===== config.mk =====
export PLATFORM = sky130hd
export DESIGN_NAME = shift_sub_divider
export DESIGN_NICKNAME = d
export VERILOG_FILES = /design/src/rtl/shift_sub_divider.sv
export SDC_FILE = /design/constraint.sdc
export NUM_CORES = 1
export LEC_CHECK = 0
export CAP_MARGIN = 20
export CORE_MARGIN = 2
export CORE_UTILIZATION = 47
export CTS_CLUSTER_SIZE = 20
export DETAILED_ROUTE_END_ITERATION = 8
export GPL_ROUTABILITY_DRIVEN = 0
export GPL_TIMING_DRIVEN = 0
export PLACE_DENSITY = 0.75
export SLEW_MARGIN = 0
export SYNTH_ARGS = -nofsm -noshare
export SYNTH_HDL_FRONTEND = slang
export SYNTH_SLANG_ARGS = --single-unit

===== constraint.sdc =====
create_clock -name CK -period 2.4 [get_ports CK]
set_clock_uncertainty 0.2 [all_clocks]
set_input_delay 0.72 -clock CK [delete_from_list [all_inputs] [get_ports CK]]
set_output_delay 0.72 -clock CK [all_outputs]
set_load 0.01 [all_outputs]

===== src/rtl/shift_sub_divider.sv =====
// shift_sub_divider: sequential restoring shift-subtract divider, 2N-bit dividend / N-bit divisor
// Ports: CK clock; RST sync active-high reset; START request; DVD dividend (2N);
//        DVS divisor (N); READY idle/done and able to accept; QUO quotient (N);
//        REM remainder (N); OVF last operation overflowed (quotient >= 2^N or DVS == 0).
// Option: define DIV_RESTART_EN to let START during BUSY abort and restart with new operands.
module shift_sub_divider #(
    parameter int N = 4
) (
    input  logic           CK,
    input  logic           RST,
    input  logic           START,
    input  logic [2*N-1:0] DVD,
    input  logic [N-1:0]   DVS,
    output logic           READY,
    output logic [N-1:0]   QUO,
    output logic [N-1:0]   REM,
    output logic           OVF
);
    localparam int CW = $clog2(N);
    typedef enum logic [1:0] {IDLE, BUSY, DONE} state_t;
    state_t        state;
    logic [N-1:0]  pr, sl, dvs_r;
    logic [CW-1:0] cnt;
    logic [N:0]    t;
    logic          qbit, take, last;
    logic [N-1:0]  pr_n, sl_n;
    // PR < DVS holds before each step, so the sign bit of t is a valid borrow
    always_comb begin
        t    = {pr, sl[N-1]} - {1'b0, dvs_r};
        qbit = ~t[N];
        pr_n = qbit ? t[N-1:0] : {pr[N-2:0], sl[N-1]};
        sl_n = {sl[N-2:0], qbit};
        last = cnt == CW'(N - 1);
`ifdef DIV_RESTART_EN
        take = START;
`else
        take = START && state != BUSY;
`endif
    end
    assign READY = state != BUSY;
    always_ff @(posedge CK) begin
        if (RST) begin
            state <= IDLE;
            pr    <= '0;
            sl    <= '0;
            dvs_r <= '0;
            cnt   <= '0;
            QUO   <= '0;
            REM   <= '0;
            OVF   <= 1'b0;
        end else if (take) begin
            // high half >= divisor means the quotient cannot fit in N bits (covers DVS == 0)
            if (DVD[2*N-1:N] >= DVS) begin
                state <= DONE;
                QUO   <= '1;
                REM   <= '0;
                OVF   <= 1'b1;
            end else begin
                state <= BUSY;
                pr    <= DVD[2*N-1:N];
                sl    <= DVD[N-1:0];
                dvs_r <= DVS;
                cnt   <= '0;
            end
        end else if (state == BUSY) begin
            pr  <= pr_n;
            sl  <= sl_n;
            cnt <= last ? '0 : cnt + CW'(1);
            if (last) begin
                state <= DONE;
                QUO   <= sl_n;
                REM   <= pr_n;
                OVF   <= 1'b0;
            end
        end
    end
endmodule


Word-level counts from Yosys, hierarchy flattened
Index checks and enable logic that the tools add are counted.
{"block": "totals", "reg_bits": 25, "latch_bits": 0, "mem_bits_rw": 0, "rom_bits": 0, "in_bits": 15, "word_cells": 52, "n_memories": 0}
{"block": "op_classes", "add_sub_neg": 2, "multipliers": 0, "n_div": 0, "order_cmp": 1, "eq_ne": 5, "n_shift": 0, "muxes": 27, "n_bitwise": 2, "n_reduce_logical": 7}
{"operator": "$mux W4", "n": 15}
{"operator": "$mux W2", "n": 8}
{"operator": "$reduce_and A2 Y1", "n": 3}
{"operator": "$sub A5 B4 Y5", "n": 1}
{"operator": "$ge A4 B4 Y1", "n": 1}
{"operator": "$mux W1", "n": 4}
{"operator": "$ne A2 B1 Y1 const B", "n": 2}
{"operator": "$reduce_bool A2 Y1", "n": 2}
{"operator": "$reduce_and A3 Y1", "n": 1}
{"operator": "$add A2 B1 Y2 const B", "n": 1}
{"operator": "$eq A2 B1 Y1 const B", "n": 1}
{"operator": "$eq A2 B2 Y1 const B", "n": 1}
{"operator": "$ne A2 B2 Y1 const B", "n": 1}
{"operator": "$not A1 Y1", "n": 2}
{"operator": "$logic_and A1 B1 Y1", "n": 1}

Depth between registers and ports, before layout
{"block": "depth", "depth_word": 5, "depth_mapped": 8, "ltp_nobuf": 8}

Worst setup path before layout
OpenSTA, ideal clock, no wires.
{"block": "synth_path", "kind": "input to register", "start": "input port DVD[4]", "end": "register sl[0]", "arrival_ns": 2.146, "path_slack_ns": -0.078, "path_stages": 8, "n_path_buf": 1, "cell_sequence": "inv_1 ha_1 nand2b_4 a211o_4 a21bo_1 buf_6 a221oi_2 nor3_1"}
{"block": "synth_between", "elab_chain_cells": 3}
{"item": "start: declaration", "line": "12", "rtl": "input logic [2*N-1:0] DVD,"}
{"item": "$ge A4 B4 Y1", "line": "53", "rtl": "if (DVD[2*N-1:N] >= DVS) begin"}
{"item": "$ne A2 B2 Y1 (no line)"}
{"item": "$reduce_and A2 Y1 (no line)"}
{"item": "end signal: assignment", "line": "61", "rtl": "sl <= DVD[N-1:0];"}
{"item": "end signal: assignment", "line": "67", "rtl": "sl <= sl_n;"}
{"item": "end: declaration", "line": "22", "rtl": "logic [N-1:0] pr, sl, dvs_r;"}
Every way passes these cells.
A chain may end at the register's enable or synchronous reset.

Final worst setup path
{"block": "layout_path", "start": "register sl[3]", "end": "register pr[3]"}
{"block": "layout_between", "elab_chain_cells": 4}
{"item": "$sub A5 B4 Y5", "line": "29", "rtl": "t = {pr, sl[N-1]} - {1'b0, dvs_r};"}
{"item": "$mux W4", "line": "31", "rtl": "pr_n = qbit ? t[N-1:0] : {pr[N-2:0], sl[N-1]};"}
{"item": "$mux W4", "line": "65", "rtl": "end else if (state == BUSY) begin"}
{"item": "$mux W4", "line": "51", "rtl": "end else if (take) begin"}
{"item": "end signal: assignment", "line": "60", "rtl": "pr <= DVD[2*N-1:N];"}
{"item": "end signal: assignment", "line": "66", "rtl": "pr <= pr_n;"}
{"item": "end: declaration", "line": "22"}
Every way passes these cells. The select of a mux whose other input is x is not followed.

==> reports/qor.yml <==
status: "finished, final reports clean"
cp-start-kind: "register"
endpoint_kind: "register"
cts_tree: "done"
power_switching_share: 0.341
tightest_slew_ps: 589
yosys.area_share.xor_xnor: 0.0321
viasPerCell: 6.14
yosysTopAreaCell: "dfxtp_1"
p_int_mw: 0.790
cap_violations: 0
fmax_mhz: 425
critPathCapture: "pr[3]"
r2r_slack_ps: 50
insertion_delay_ps: 320
synth_area_leaders: "dfxtp_1 36%, ha_1 8.0%, mux2i_1 4.3%"
clkTransAtPathRegs_ps: 150
required_ps: 2410
r2r-start: "sl[3]"
irDropWorstVdd_uv: 335
htreeDepth: 1
portBuffers: 24
p_sw_mw: 0.409
synth_area_um2: 1400
seqPwrFrac: 0.399
wl_um: 3810
m1WireLength_um: 1600
rr_endpoint: "pr[3]"
power.static_leakage_nw: 0.793
rows: 19
synth.area.mux_share: 0.0588
crit_type: "register to register"
pin_count: 25
hp-class: "register to register"
synth_top_family_by_area: "compound AO/OA/AOI/OAI gates"
num_vias: 1364
drt_first_pass_iters: 4
fin_area_um2: 1990
placed_cell_area_um2: 1710
cp-startpoint: "sl[3]"
grt_max_degree: 15
drive_gt1_frac: 0.346
postSynthCellCount: 146
cts_made_buffers: 3
synth-seq-cells: 25
cts.sinks: 25
final_cells: 222
die_h_um: 58.7
p_per_area_nw_per_um2: 604
synth_top_area_share: 0.357
crit_fanout: 6
overflow: 0
cts-root-buf: "clkbuf_4"
seq_area_frac_synth: 0.357
syn-num-nets: 171
power.share.clock: 0.166
antenna_found_initial: 0
post-dp-hpwl_um: 2620
r2r_cells: 9
slew_viol_final: 0
final.setup.tns_ps: 0
wl_met2_um: 1990
initial_utilization: 0.500
synth_compound_area_frac: 0.232
grt_usage: 0.228
detail_route.wl_per_cell_um: 17.2
p_comb_frac: 0.434
cts_buffer_depth: 2
die_area_um2: 3440
topRoutingLayerUsed: "met4"
hold_violations: 0
synth_fa_ha_area_frac: 0.0945
yosys_warnings: 0
yosys.area_share.simple: 0.168
grt_pass1_vias: 1359
nNetsFinal: 217
area_delta_synth_final_pct: 41.5
syn_area_per_cell_um2: 9.62
worstPathArrival_ps: 2360
placed_cells: 201
relSlewSlack: 0.607
power_mw: 1.20
wl_met3_um: 151
ys_types: 44
grt_first_pass_wirelength_um: 6060
post-route-period-util: 0.981
layout_min_cycle_time_ps: 2350
post-route-drc-count: 0
core-area_um2: 2810
diodes: 0
drtIter0Drc: 52
holdBufCountCts: 0
die_w_um: 58.7
antenna_left: 0
setup_viol: 0
layout by cell type, fill, tap and decap left out, drive strengths merged, types with 6 or more instances in the layout:
cell	Yosys	routed
nor3	8	8
dfxtp	25	25
clkdlybuf4s50	0	16
clkbuf	4	9
buf	4	21
inv	11	11
nor2	10	10
ha	9	9
nand2	9	9
mux2i	6	6
cells by family (layout without fill, tap and decap cells):
| kind of cell | after synthesis | after routing |
|---|---|---|
| xor+xnor | 3 | 3 |
| compound gates | 36 | 36 |
| simple gates | 45 | 45 |
| mux | 8 | 8 |
| flops | 25 | 25 |
| fa+ha+maj | 10 | 10 |
| buf+inv | 19 | 64 |
metal layers:
| layer | up-vias | GRT usage |
|---|---|---|
| met5 | - | 0 |
| met2 | 50 | 0.416 |
| met4 | 0 | 0.0617 |
| li1 | 634 | - |
| met1 | 670 | 0.276 |
| met3 | 10 | 0.0374 |
critical path, cell delays in order, from the launching register on:
cell,delay (ps)
dfxtp_2,350
inv_2,40
ha_4,150
fa_2,330
nand2b_4,150
a21oi_4,170
xor2_4,300
buf_4,170
mux2i_1,230
o211ai_1,130
state kept, by name (all words and copies together), names as in the netlist:
signal,cells
QUO,4
REM,4
dvs_r,4
pr,4
sl,4
cnt,2
state,2
OVF,1
power by group through the flow:
stage          Sequential [mW]  Combinational, mW  Clock [mW]
2_1_floorplan            0.481              0.246           0
3_3_place_gp             0.482              0.336           0
3_5_place_dp             0.484              0.349           0
4_1_cts                  0.477              0.460       0.198
5_1_grt                  0.483              0.552       0.217
6_report                 0.479              0.521       0.200
worst min-delay path by stage:
stage / startpoint / cells past startpoint / to / slack [ps]
2_1_floorplan: cnt[1] / 2 / cnt[1] / 250
3_3_place_gp: REM[0] / 2 / REM[0] / 260
3_5_place_dp: cnt[1] / 2 / cnt[1] / 270
4_1_cts: cnt[1] / 2 / cnt[1] / 290
5_1_grt: REM[2] / 2 / REM[2] / 320
6_report: cnt[1] / 2 / cnt[1] / 290
area by class of cell:
cell class	instances	area, um^2
Multi-Input combinational cell	102	948
Fill cell	216	818
Sequential cell	25	504
Timing Repair Buffer	41	375
Buffer	8	51.3
Inverter	11	41.3
Tap cell	31	38.8
Clock buffer	3	22.5
Clock inverter	1	5.00
per-stage QoR:
step,hold slack [ps],util,setup WS [ps]
final,288,0.708,45.3
after global routing,316,0.708,-2.21
after CTS,289,0.685,-36.4
after detailed placement,269,0.609,-607
after global placement,261,0.609,-592
after floorplan,252,-,0.792
cells in the mapped netlist, drive strengths merged:
| master | n |
|---|---|
| a2111o | 1 |
| a211o | 1 |
| a211oi | 1 |
| a21bo | 1 |
| a21boi | 1 |
| a21oi | 4 |
| a221oi | 4 |
| a2bb2oi | 1 |
| a311oi | 1 |
| a31oi | 3 |
| and3 | 4 |
| buf | 4 |
| clkbuf | 4 |
| dfxtp | 25 |
| fa | 1 |
| ha | 9 |
| inv | 11 |
| mux2 | 2 |
| mux2i | 6 |
| nand2 | 9 |
| nand2b | 2 |
| nand3 | 1 |
| nand4 | 5 |
| nor2 | 10 |
| nor2b | 2 |
| nor3 | 8 |
| nor3b | 3 |
| o211ai | 5 |
| o21a | 1 |
| o21ai | 5 |
| o221a | 4 |
| o32ai | 3 |
| or3b | 1 |
| xnor2 | 1 |
| xor2 | 2 |
repair_timing:
item,4_1_cts,5_1_grt
gates resized for setup,32,18
buffers inserted,16,1
pin swaps,12,9
endpoints found under the hold margin,0,0
endpoints found under the setup margin,26,15
(Power assumes the default switching activity.)
